$ cat config.mk
export PLATFORM = sky130hd
export DESIGN_NAME = id_ex_stage
export DESIGN_NICKNAME = d
export VERILOG_FILES = /design/src/rtl/id_ex_stage.sv
export SDC_FILE = /design/constraint.sdc
export NUM_CORES = 1
export LEC_CHECK = 0
export ABC_AREA = 1
export BUFFER_PORTS_ARGS = -buffer_cell sky130_fd_sc_hd__clkbuf_2
export CAP_MARGIN = 10
export CORE_MARGIN = 1.5
export CORE_UTILIZATION = 45
export DETAILED_ROUTE_END_ITERATION = 7
export GPL_ROUTABILITY_DRIVEN = 0
export PLACE_DENSITY = 0.89
export REMOVE_ABC_BUFFERS = 1
export SYNTH_ARGS = -nofsm -noshare
export SYNTH_HDL_FRONTEND = slang
export SYNTH_SLANG_ARGS = --single-unit
$ cat constraint.sdc
create_clock -name clock -period 1.8 [get_ports clock]
set_clock_uncertainty 0.15 [all_clocks]
set_input_delay 0 -clock clock [delete_from_list [all_inputs] [get_ports clock]]
set_output_delay 0 -clock clock [all_outputs]
set_load 0.03 [all_outputs]
$ cat src/rtl/id_ex_stage.sv
`default_nettype none
// ============================================================================
// Module      : id_ex_stage
// Description : ID/EX pipeline register for the RISC-V core. It holds one
//               decoded instruction for EX and detects load-use hazards
//               against that held instruction. On a hazard it inserts one
//               bubble. A taken-branch flush discards the held instruction.
//               Every output is registered except stall_id.
// Ports       : clock, reset        - rising-edge clock, sync active-high reset
//               in_valid, in_*      - decoded instruction from ID
//               ex_ready            - EX consumes the held instruction
//               flush               - taken branch, kill held + incoming
//               stall_id            - combinational: ID/IF must hold
//               out_valid, out_*    - held instruction presented to EX
//               perf_*              - event counters, present only when
//                                     ID_EX_PERF_CNT_EN is defined
// Options     : ID_EX_PERF_CNT_EN   - adds perf_stall_cycles, perf_bubbles,
//                                     perf_flushes (32-bit, wrapping)
// Revision    : 1.0 - initial release
// ============================================================================
module id_ex_stage #(
    parameter int XLEN = 32
) (
    input  logic            clock,
    input  logic            reset,
    input  logic            in_valid,
    input  logic [XLEN-1:0] in_pc,
    input  logic [XLEN-1:0] in_readdata1,
    input  logic [XLEN-1:0] in_readdata2,
    input  logic [XLEN-1:0] in_imm,
    input  logic [4:0]      in_rs1,
    input  logic [4:0]      in_rs2,
    input  logic [4:0]      in_rd,
    input  logic [7:0]      in_ctrl,
    input  logic            ex_ready,
    input  logic            flush,
    output logic            stall_id,
    output logic            out_valid,
    output logic [XLEN-1:0] out_pc,
    output logic [XLEN-1:0] out_readdata1,
    output logic [XLEN-1:0] out_readdata2,
    output logic [XLEN-1:0] out_imm,
    output logic [4:0]      out_rs1,
    output logic [4:0]      out_rs2,
    output logic [4:0]      out_rd,
    output logic [7:0]      out_ctrl
`ifdef ID_EX_PERF_CNT_EN
    ,
    output logic [31:0]     perf_stall_cycles,
    output logic [31:0]     perf_bubbles,
    output logic [31:0]     perf_flushes
`endif
);

    // Position of memread inside the control byte
    // {regwrite, memread, memwrite, memtoreg, alusrc, branch, aluop[1:0]}.
    localparam int C_MEMREAD_BIT = 6;

    logic            r_valid;
    logic [XLEN-1:0] r_pc;
    logic [XLEN-1:0] r_readdata1;
    logic [XLEN-1:0] r_readdata2;
    logic [XLEN-1:0] r_imm;
    logic [4:0]      r_rs1;
    logic [4:0]      r_rs2;
    logic [4:0]      r_rd;
    logic [7:0]      r_ctrl;

    logic w_hazard;
    logic w_hold;
    logic w_stall;
    logic w_bubble;

    // Load-use: the held instruction is a load whose destination (never x0)
    // is a source of the incoming instruction.
    assign w_hazard = in_valid & r_valid & r_ctrl[C_MEMREAD_BIT] &
                      (r_rd != 5'd0) & ((r_rd == in_rs1) | (r_rd == in_rs2));
    assign w_hold   = r_valid & ~ex_ready;
    assign w_stall  = ~flush & (w_hazard | w_hold);
    // Bubble is taken only when neither flush nor hold has priority.
    assign w_bubble = ~flush & ~w_hold & w_hazard;

    always_ff @(posedge clock) begin
        if (reset) begin
            r_valid     <= 1'b0;
            r_ctrl      <= 8'd0;
            r_pc        <= '0;
            r_readdata1 <= '0;
            r_readdata2 <= '0;
            r_imm       <= '0;
            r_rs1       <= 5'd0;
            r_rs2       <= 5'd0;
            r_rd        <= 5'd0;
        end else if (flush) begin
            // Data fields stay put; only validity and control are killed.
            r_valid <= 1'b0;
            r_ctrl  <= 8'd0;
        end else if (w_hold) begin
            r_valid <= r_valid;
        end else if (w_hazard) begin
            // ID keeps the instruction and re-presents it after the bubble.
            r_valid <= 1'b0;
            r_ctrl  <= 8'd0;
        end else if (in_valid) begin
            r_valid     <= 1'b1;
            r_ctrl      <= in_ctrl;
            r_pc        <= in_pc;
            r_readdata1 <= in_readdata1;
            r_readdata2 <= in_readdata2;
            r_imm       <= in_imm;
            r_rs1       <= in_rs1;
            r_rs2       <= in_rs2;
            r_rd        <= in_rd;
        end else begin
            r_valid <= 1'b0;
            r_ctrl  <= 8'd0;
        end
    end

    assign stall_id      = w_stall;
    assign out_valid     = r_valid;
    assign out_ctrl      = r_ctrl;
    assign out_pc        = r_pc;
    assign out_readdata1 = r_readdata1;
    assign out_readdata2 = r_readdata2;
    assign out_imm       = r_imm;
    assign out_rs1       = r_rs1;
    assign out_rs2       = r_rs2;
    assign out_rd        = r_rd;

`ifdef ID_EX_PERF_CNT_EN
    logic [31:0] r_perf_stall_cycles;
    logic [31:0] r_perf_bubbles;
    logic [31:0] r_perf_flushes;

    // Counters wrap naturally at 32 bits.
    always_ff @(posedge clock) begin
        if (reset) begin
            r_perf_stall_cycles <= 32'd0;
            r_perf_bubbles      <= 32'd0;
            r_perf_flushes      <= 32'd0;
        end else begin
            if (w_stall) begin
                r_perf_stall_cycles <= r_perf_stall_cycles + 32'd1;
            end
            if (w_bubble) begin
                r_perf_bubbles <= r_perf_bubbles + 32'd1;
            end
            if (flush) begin
                r_perf_flushes <= r_perf_flushes + 32'd1;
            end
        end
    end

    assign perf_stall_cycles = r_perf_stall_cycles;
    assign perf_bubbles      = r_perf_bubbles;
    assign perf_flushes      = r_perf_flushes;
`else
    // Bubble indication only feeds the counters.
    logic w_unused;
    assign w_unused = w_bubble;
`endif

endmodule
`default_nettype wire

### Word level (Yosys, flattened, before mapping)

Index checks and enable logic that the tools add are counted.

| word-level totals | value |
|---|---|
| flip-flop bits (word level) | 152 |
| output and inout port bits | 153 |

| operators by class | value |
|---|---|
| equal/unequal tests | 2 |
| mux-type cells | 4 |
| bitwise operators | 12 |
| reduce and logical (&&, ||, !) cells | 3 |

Operator list:

| kind | number |
|---|---|
| two-way mux 8 bit | 2 |
| == test 5 bit | 2 |
| bitwise AND 1 bit | 6 |
| nonzero test 5 bit | 1 |
| inverter 1 bit | 4 |
| AND reduction 4 bit | 1 |
| two-way mux 1 bit | 2 |
| OR 1 bit | 2 |
| OR reduction 2 bit | 1 |

### Depth between registers and ports, before layout

Gate-level depths: netlist (run 1).

| logic depth | value |
|---|---|
| word-level depth | 6 |
| mapped depth | 13 |

### Worst setup path before layout (run 1)

OpenSTA, ideal clock, no wires.

| path | value |
|---|---|
| path kind | reg-to-output |
| start | reg r_rd[1], in the netlist out_rd[1] |
| end | out stall_id |
| arrival | 1917 ps |
| slack | -267 ps |
| cell stages (with the launch flop) | 11 |
| data required time | 1650 ps |
| path buffers | 2 |
| cell sequence | dfxtp_1 inv_1 nand2_1 nand2_1 nor2_1 nand3_1 nand2_1 nand2_2 buf_2 buf_2 a21oi_1 |

| on the way | value |
|---|---|
| longest elaborated chain between the ends | 5 |

RTL lines:

| element | line | text |
|---|---|---|
| start: declaration | 66 | `logic [4:0] r_rd;` |
| start signal: assignment | 113 | `r_rd <= in_rd;` |
| == test 5 bit or nonzero test 5 bit (tied branches) | 77 | `(r_rd != 5'd0) & ((r_rd == in_rs1) \| (r_rd == in_rs2));` |
| OR 1 bit or bitwise AND 1 bit (tied branches) | 77, 76 |  |
| bitwise AND 1 bit * | 77 |  |
| OR 1 bit * | 79 | `assign w_stall = ~flush & (w_hazard \| w_hold);` |
| bitwise AND 1 bit * | 79 |  |
| end: declaration | 37 | `output logic stall_id,` |

Every way passes the cells marked *; elsewhere a longest branch is shown, timed or not.

### Final worst setup path (run 1)

| path | value |
|---|---|
| start | reg r_rd[1], in the netlist out_rd[1] |
| end | reg r_readdata2[5], in the netlist out_readdata2[5] |

| on the way | value |
|---|---|
| longest elaborated chain between the ends | 5 |

RTL lines:

| element | line | text |
|---|---|---|
| == test 5 bit or nonzero test 5 bit (tied branches) | 77 |  |
| OR 1 bit or bitwise AND 1 bit (tied branches) | 77, 76 |  |
| bitwise AND 1 bit * | 77 |  |
| inverter 1 bit (no line) * | - |  |
| AND reduction 4 bit (no line) * | - |  |
| end signal: assignment | 109 | `r_readdata2 <= in_readdata2;` |
| end: declaration | 62 | `logic [XLEN-1:0] r_readdata2;` |

Marked as above.
A chain may end at the register's enable or synchronous reset.

==> impl_results.md, run 1 <==
- Status: finished, violations left
- Violated checks: negative setup slack
- Post-layout util: 0.781
- Hold slack: 0.286 ns
- Largest net degree at the start of global routing: 75
- Core area: 0.0172 mm2
- Hold Path Depth: 6
- Delay-heaviest family, CP: simple AND/OR/NAND/NOR gates
- Final worst slack: -0.305 ns
- Filler cells: 944
- Post-route ant nets: 0
- Total vias in the final route: 10600
- Fin crit period: 2.10 ns
- Worst setup startpoint: out_rd[1]
- I/O Pins: roughly 310
- CTS tree: yes
- Levels on crit path: 13
- Slew Viols, Final: 0
- CTS H-tree lvls: 4
- Wirelength, routed: 34900 um
- DR iter-0 viols: 781
- Initial antenna violation count: 1
- Synth warn: 0
- Fmax achieved: 475 MHz
- Worst-skew pair later-pin latency: 0.42 ns
- Worst slew margin: 0.742
- Clk sinks: 152
- Final period util: 1.17
- Yosys top cell by area: dfxtp_1
- RSZ-0062 raised after global routing: yes
- Drt pass-1 iters: 5
- Routed length per instance: 17.2 um
- Die height: 135 um
- Number of buffers and inverters on the critical path: 4
- Hold crit path type: input port to flop
- Number of port buffers: approximately 310
- Critical Path Slowest Stage Cell: dfxtp_2
- R2R depth: 13
- Most used DFF post-synth: dfxtp_1
- Die area: 0.0183 mm2
- CP max stage delay: 0.35 ns
- Initial Util: 0.458
- Vias in the first global route: 9807
- Synth top area share: 0.386
- Finished Cell Area: around 0.013 mm2
- Dpl cell area: 0.00991 mm2
- Post-synth EDFFs: 0
- Reg-to-reg startpoint: out_rd[1]
- Nets: 1944
- Yosys cell types: 18
- Final Hold Viols: 0
- Setup-failing EPs final: 140
- Congestion Overflow GR: 0
- Reg-to-reg endpoint: out_readdata2[5]
- Drc violations: 0
- Sequential area share after synthesis: 0.386
- Power Dens Cells: 782 mW/mm2
- Most frequent cell after synthesis: inv_1
- Worst-path cell chain: buf_6 > nand2_2 > nand2_2 > nor2_2 > nand3_1 > nand2_2 > nand2_4 > buf_12 > buf_6 > buf_12 > nand4_1 > nand2_1 > nor2_2
- Seq cells post-synth: 152
- GRT Total Usage: 0.314
- Mapped Cells: between 1000 and 1500
- Cell Rows: 48
- Cell area after synthesis: around 0.008 mm2
- Critical path class: flop to flop
- Clk buf depth: 2
- Critical Path RT: a little under 2 ns
- Crit path max fanout: 17
- Post-synth ARST share: 0
- CP endpoint: out_readdata2[5]
- Share of cells above drive strength 1: 0.360
- Crit end category: flop
- Synthesized area per cell: 5.99 um2
- Maximum VDD drop: 0.734 mV
- Via density: 5.21
- Die X-Extent: ~140 um
- # Max-Cap Violations: 0
- Tightest Pin Transition: between 0.3 and 0.4 ns
- WP data arrival: around 2.3 ns
- TritonCTS Buffers: 17
- Global-route wire length before repair: approximately 46000 um
- Startpoint types: flop
- Synth cell count leaders: inv_1 (427), nand2_1 (326), dfxtp_1 (152)
- Top cells by area, synth: dfxtp_1 (39%), inv_1 (20%), nand2_1 (16%)
- Clock-pin slew on the worst setup and hold paths: 0.07 ns
- LEAKAGE: 7.58 nW
- DP Wirelength: 15100 um
- CP dominant cell by count: nand2_2
- Synth-to-Final Area Change: 70.4%
- R2r setup slk: -0.30 ns
- Root Driver: clkbuf_16
[worst min-delay path by stage]
stage / startpoint / to / slack (ns)
6_report: in_pc[17] / out_pc[17] / 0.29
3_5_place_dp: in_readdata1[11] / out_readdata1[11] / 0.17
4_1_cts: in_readdata1[11] / out_readdata1[11] / 0.27
5_1_grt: in_pc[8] / out_pc[8] / 0.31
3_3_place_gp: in_readdata2[31] / out_readdata2[31] / 0.16
2_1_floorplan: flush / stall_id / -0.04
[power breakdown]
part / internal (W) / switching [W]
combinational: 0.00108 / 0.00168
clock: 0.00246 / 0.00154
sequential: 0.00359 / 0.000147
total: 0.00713 / 0.00337
[stage by stage]
stage | setup TNS [ns] | cells | setup WS (ns) | power (W)
finish | -20.16 | 2028 | -0.305 | 0.0105
global route | -31.81 | 2027 | -0.386 | 0.0109
CTS | -2.25 | 2008 | -0.100 | 0.00995
detailed placement | 0 | 1807 | 0.0312 | 0.00568
global placement | 0 | 1807 | 0.0647 | 0.00563
floorplan | -539.09 | 1235 | -3.75 | 0.00502
[placed cells by master, fill, tap and decap left out, drive strengths merged]
cell type    instances
a21oi               10
buf                 52
bufinv               4
clkbuf             339
clkinv               2
clkinvlp             3
dfxtp              152
diode                2
dlygate4sd3        163
inv                438
nand2              327
nand3                3
nand3b               8
nand4              145
nor2               152
or2                  1
xnor2                2
[layer usage]
metal | GRT usage | wire length, um | up-vias
met5 | 0 | 0 | -
li1 | - | - | 4737
met3 | 0.0860 | 3350 | 243
met2 | 0.538 | 17100 | 816
met1 | 0.331 | 11900 | 4772
met4 | 0.228 | 2590 | 0
[cells by family (layout without fill, tap and decap cells)]
logic type,count (synthesis),count (layout),synth area share
xor gates and xnor gates,2,2,0.00222
DFF,152,152,0.386
other,0,2,0
buffers and inverters,514,1001,0.250
AOI/OAI and AO/OA,10,10,0.00636
and+or+nand+nor,636,636,0.355
[worst reg2reg max path, delay by kind of cell, from the launching register on]
family	cells	cell delay [ns]
DFF	1	0.35
buffers and inverters	4	0.57
and+or+nand+nor	9	0.94
[area by class of cell]
type                    count  area (um2)  area share
diodes                      2        5.00    0.000373
clock buffers              20         467      0.0348
clock inverters            12         189      0.0141
inverters                 435        1650       0.123
multi-input cells         648        3530       0.263
flip-flops and latches    152        3060       0.228
well taps                 225         282      0.0210
repair buffers            534        4240       0.316
[what timing repair did]
action,4_1_cts,5_1_grt
buffers inserted,5,6
cloned,1,13
pin swaps,14,124
hold buffers,163,0
hold endpoints to repair,152,0
resized for setup,25,300
setup endpoints to repair,87,146
[flip-flops by register name, summed over array words and instances, names as in the netlist]
signal	cells
out_imm	32
out_pc	32
out_readdata1	32
out_readdata2	32
out_ctrl	8
out_rd	5
out_rs1	5
out_rs2	5
out_valid	1
Power figures use the tool's default switching activity.
==> inputs of run 2 (changes only) <==
- BUFFER_PORTS_ARGS: -buffer_cell sky130_fd_sc_hd__clkbuf_2 -> not set
- CORE_UTILIZATION: 45 -> 58
- DONT_BUFFER_PORTS: not set -> 1
- PLACE_DENSITY: 0.89 -> 0.87
==> run 2 against run 1 <==
Net effect:
- the run ends with design-rule violations, negative setup slack left
- routed wire length grew 8.8%
- non-clock buffer count fell by 315
- sequential share of layout area up 3.1 points
- clock power shrank 5%
- critical endpoint is now out_rd[4]
- via count is 2.4% lower
==> impl_results.md, run 2 (synthesized netlist as in run 1, its figures left out) <==
- DR iter-0 viols: 1843 (+140%)
- Drc violations: 33 (+33)
- Violated checks: design-rule violations, negative setup slack
- TritonCTS Buffers: 17 (unchanged)
- Delay-heaviest family, CP: simple AND/OR/NAND/NOR gates
- Number of port buffers: 0 (-100%)
- Register area: 0.00306 mm2 (about the same)
- CTS H-tree lvls: 4 (unchanged)
- Final worst slack: -0.413 ns (-0.108 ns)
- Critical Path RT: 1.97 ns (about the same)
- Slew Viols, Final: 0 (unchanged)
- Tightest Pin Transition: 0.485 ns (+0.0986 ns)
- # Max-Cap Violations: 0 (unchanged)
- Final period util: 1.23 (+0.0599)
- Area of the multi-input gates: 0.00364 mm2 (+3.2%)
- Die X-Extent: 120 um (-12%)
- Startpoint types: flop
- Worst setup startpoint: out_rd[4]
- R2R depth: 13 (unchanged)
- Hold crit path type: input port to flop
- LEAKAGE: 6.21 nW (-18%)
- Via density: 6.21 (+19%)
- Vias in the first global route: 9228 (-5.9%)
- CP endpoint: out_rd[4]
- CTS tree: yes
- Wirelength, routed: 38000 um (+8.8%)
- Crit path max fanout: 8 (-9)
- Clk sinks: 152 (unchanged)
- Fmax achieved: 452 MHz (-4.9%)
- Total vias in the final route: 10300 (-2.4%)
- Power Total: 0.0102 W (-3.3%)
- Congestion Overflow GR: 0 (unchanged)
- Commonest non-fill, non-tap cell in the layout: inv_1
- GRT Total Usage: 0.401 (+0.0872)
- Final Hold Viols: 0 (unchanged)
- Initial antenna violation count: 1 (unchanged)
- Initial Util: 0.595 (+0.136)
- RSZ-0062 raised after global routing: yes
- WP data arrival: 2.39 ns (+0.11 ns)
- Die area: 0.0143 mm2 (-22%)
- Maximum VDD drop: 0.665 mV (-9.4%)
- Global-route wire length before repair: 45800 um (-0.22%)
- Fin cells: 1662 (-18%)
- Dpl cell area: 0.00823 mm2 (-17%)
- Synth-to-Final Area Change: 50.1%
- Drt pass-1 iters: 8 (+3)
- Routed length per instance: 22.9 um (+33%)
- Reg-to-reg endpoint: out_rd[4]
- Clock-pin slew on the worst setup and hold paths: 0.07 ns (about the same)
- Die height: 120 um (-12%)
- Critical Path Slowest Stage Cell: dfxtp_4
- Root Driver: clkbuf_16
- Number of buffers and inverters on the critical path: 4 (unchanged)
- I/O Pins: 309 (unchanged)
- Nets: 1629 (-16%)
- Pre-CTS setup slack: -0.0311 ns (-0.0623 ns)
- Levels on crit path: 13 (unchanged)
- Worst-path cell chain: nand2_1 > nand2_2 > nor2_2 > nand3_1 > nand2_2 > nand2_4 > buf_6 > nand3_4 > clkbuf_16 > buf_16 > nand2_4 > inv_2 > nor2_1
- Filler cells: 517 (-45%)
- Finished Cell Area: 0.0118 mm2 (-12%)
- Clk buf depth: 2 (unchanged)
- Power Dens Cells: 859 mW/mm2 (+9.8%)
- Post-route ant nets: 0 (unchanged)
- Core area: 0.0132 mm2 (-23%)
- Reg-to-reg startpoint: out_rd[4]
- Worst-skew pair later-pin latency: 0.43 ns (about the same)
- Critical path class: flop to flop
- Status: finished, violations left
- Final TNS setup: -34.20 ns (-14.04 ns)
- CP max stage delay: 0.41 ns (+0.06 ns)
- Crit end category: flop
- Most frequent cells in the layout: inv_1 (332), nand2_1 (203), dlygate4sd3_1 (157)
- Cell Rows: 42 (-13%)
- R2r setup slk: -0.41 ns (-0.11 ns)
- DP Wirelength: 13300 um (-12%)
- Worst slew margin: 0.676 (-0.0656)
- Placed Cells: 1449 (-20%)
- Largest net degree at the start of global routing: 59 (-21%)
- Fin crit period: 2.21 ns (+0.108 ns)
- Share of cells above drive strength 1: 0.257 (-0.103)
- Setup-failing EPs final: 147 (+5.0%)
==> run 2: changes by cell type in the layout (fill, tap and decap cells not counted), moves of 7 or more <==
cell      change
nand2_2      +11
inv_1        -19
buf_4         +7
buf_8         -7
nand2_1      -21
clkbuf_2    -307
inv_2        +17
nor2_1        -7
nand2_4      +11
==> run 2: per-layer routing <==
metal	up-vias	track usage	part of all wire
met3	488	0.130	0.14
met1	4523	0.414	0.29
met2	1201	0.680	0.45
li1	4105	-	-
met4	0	0.295	0.12
met5	-	0	0
==> run 2: stage by stage <==
step / utilization / hold slack (ns)
2_1_floorplan: - / -0.0404
3_3_place_gp: 0.622 / -0.00325
3_5_place_dp: 0.622 / 0.00932
4_1_cts: 0.812 / 0.0155
5_1_grt: 0.892 / 0.0613
6_report: 0.892 / 0.0588
==> run 2: layout make-up <==
type                            count  area share
Inverter                          435       0.140
Timing Repair Buffer              219       0.223
Clock buffer                       20      0.0386
Tap cell                          176      0.0186
Multi-Input combinational cell    648       0.308
Clock inverter                     11      0.0125
Sequential cell                   152       0.259
Antenna cell                        1    0.000212
==> run 2: worst reg2reg max path, delay by kind of cell (launching register included) <==
family	cells	cell delay, ns
buffers and inverters	4	0.56
DFF	1	0.41
and+or+nand+nor	9	0.97
==> run 2: repair_timing <==
item,in CTS,in global routing
buffers inserted,6,3
pin swaps,23,125
cloned,5,11
hold buffers,157,0
endpoints found under the setup margin,143,144
hold endpoints to repair,153,0
resized for setup,50,331
==> run 2: worst min-delay path by stage <==
stage / cells past startpoint / endpoint / startpoint
after floorplan: 1 / stall_id / flush
after global placement: 2 / out_valid / in_valid
after global routing: 7 / out_readdata2[5] / flush
after CTS: 7 / out_rs2[3] / flush
final: 7 / out_pc[13] / flush
after detailed placement: 2 / out_valid / in_valid
==> run 2: power breakdown <==
part | switching, W | internal, W
clock network | 0.00156 | 0.00225
logic | 0.00123 | 0.000847
registers | 0.000663 | 0.00359
total | 0.00346 | 0.00669
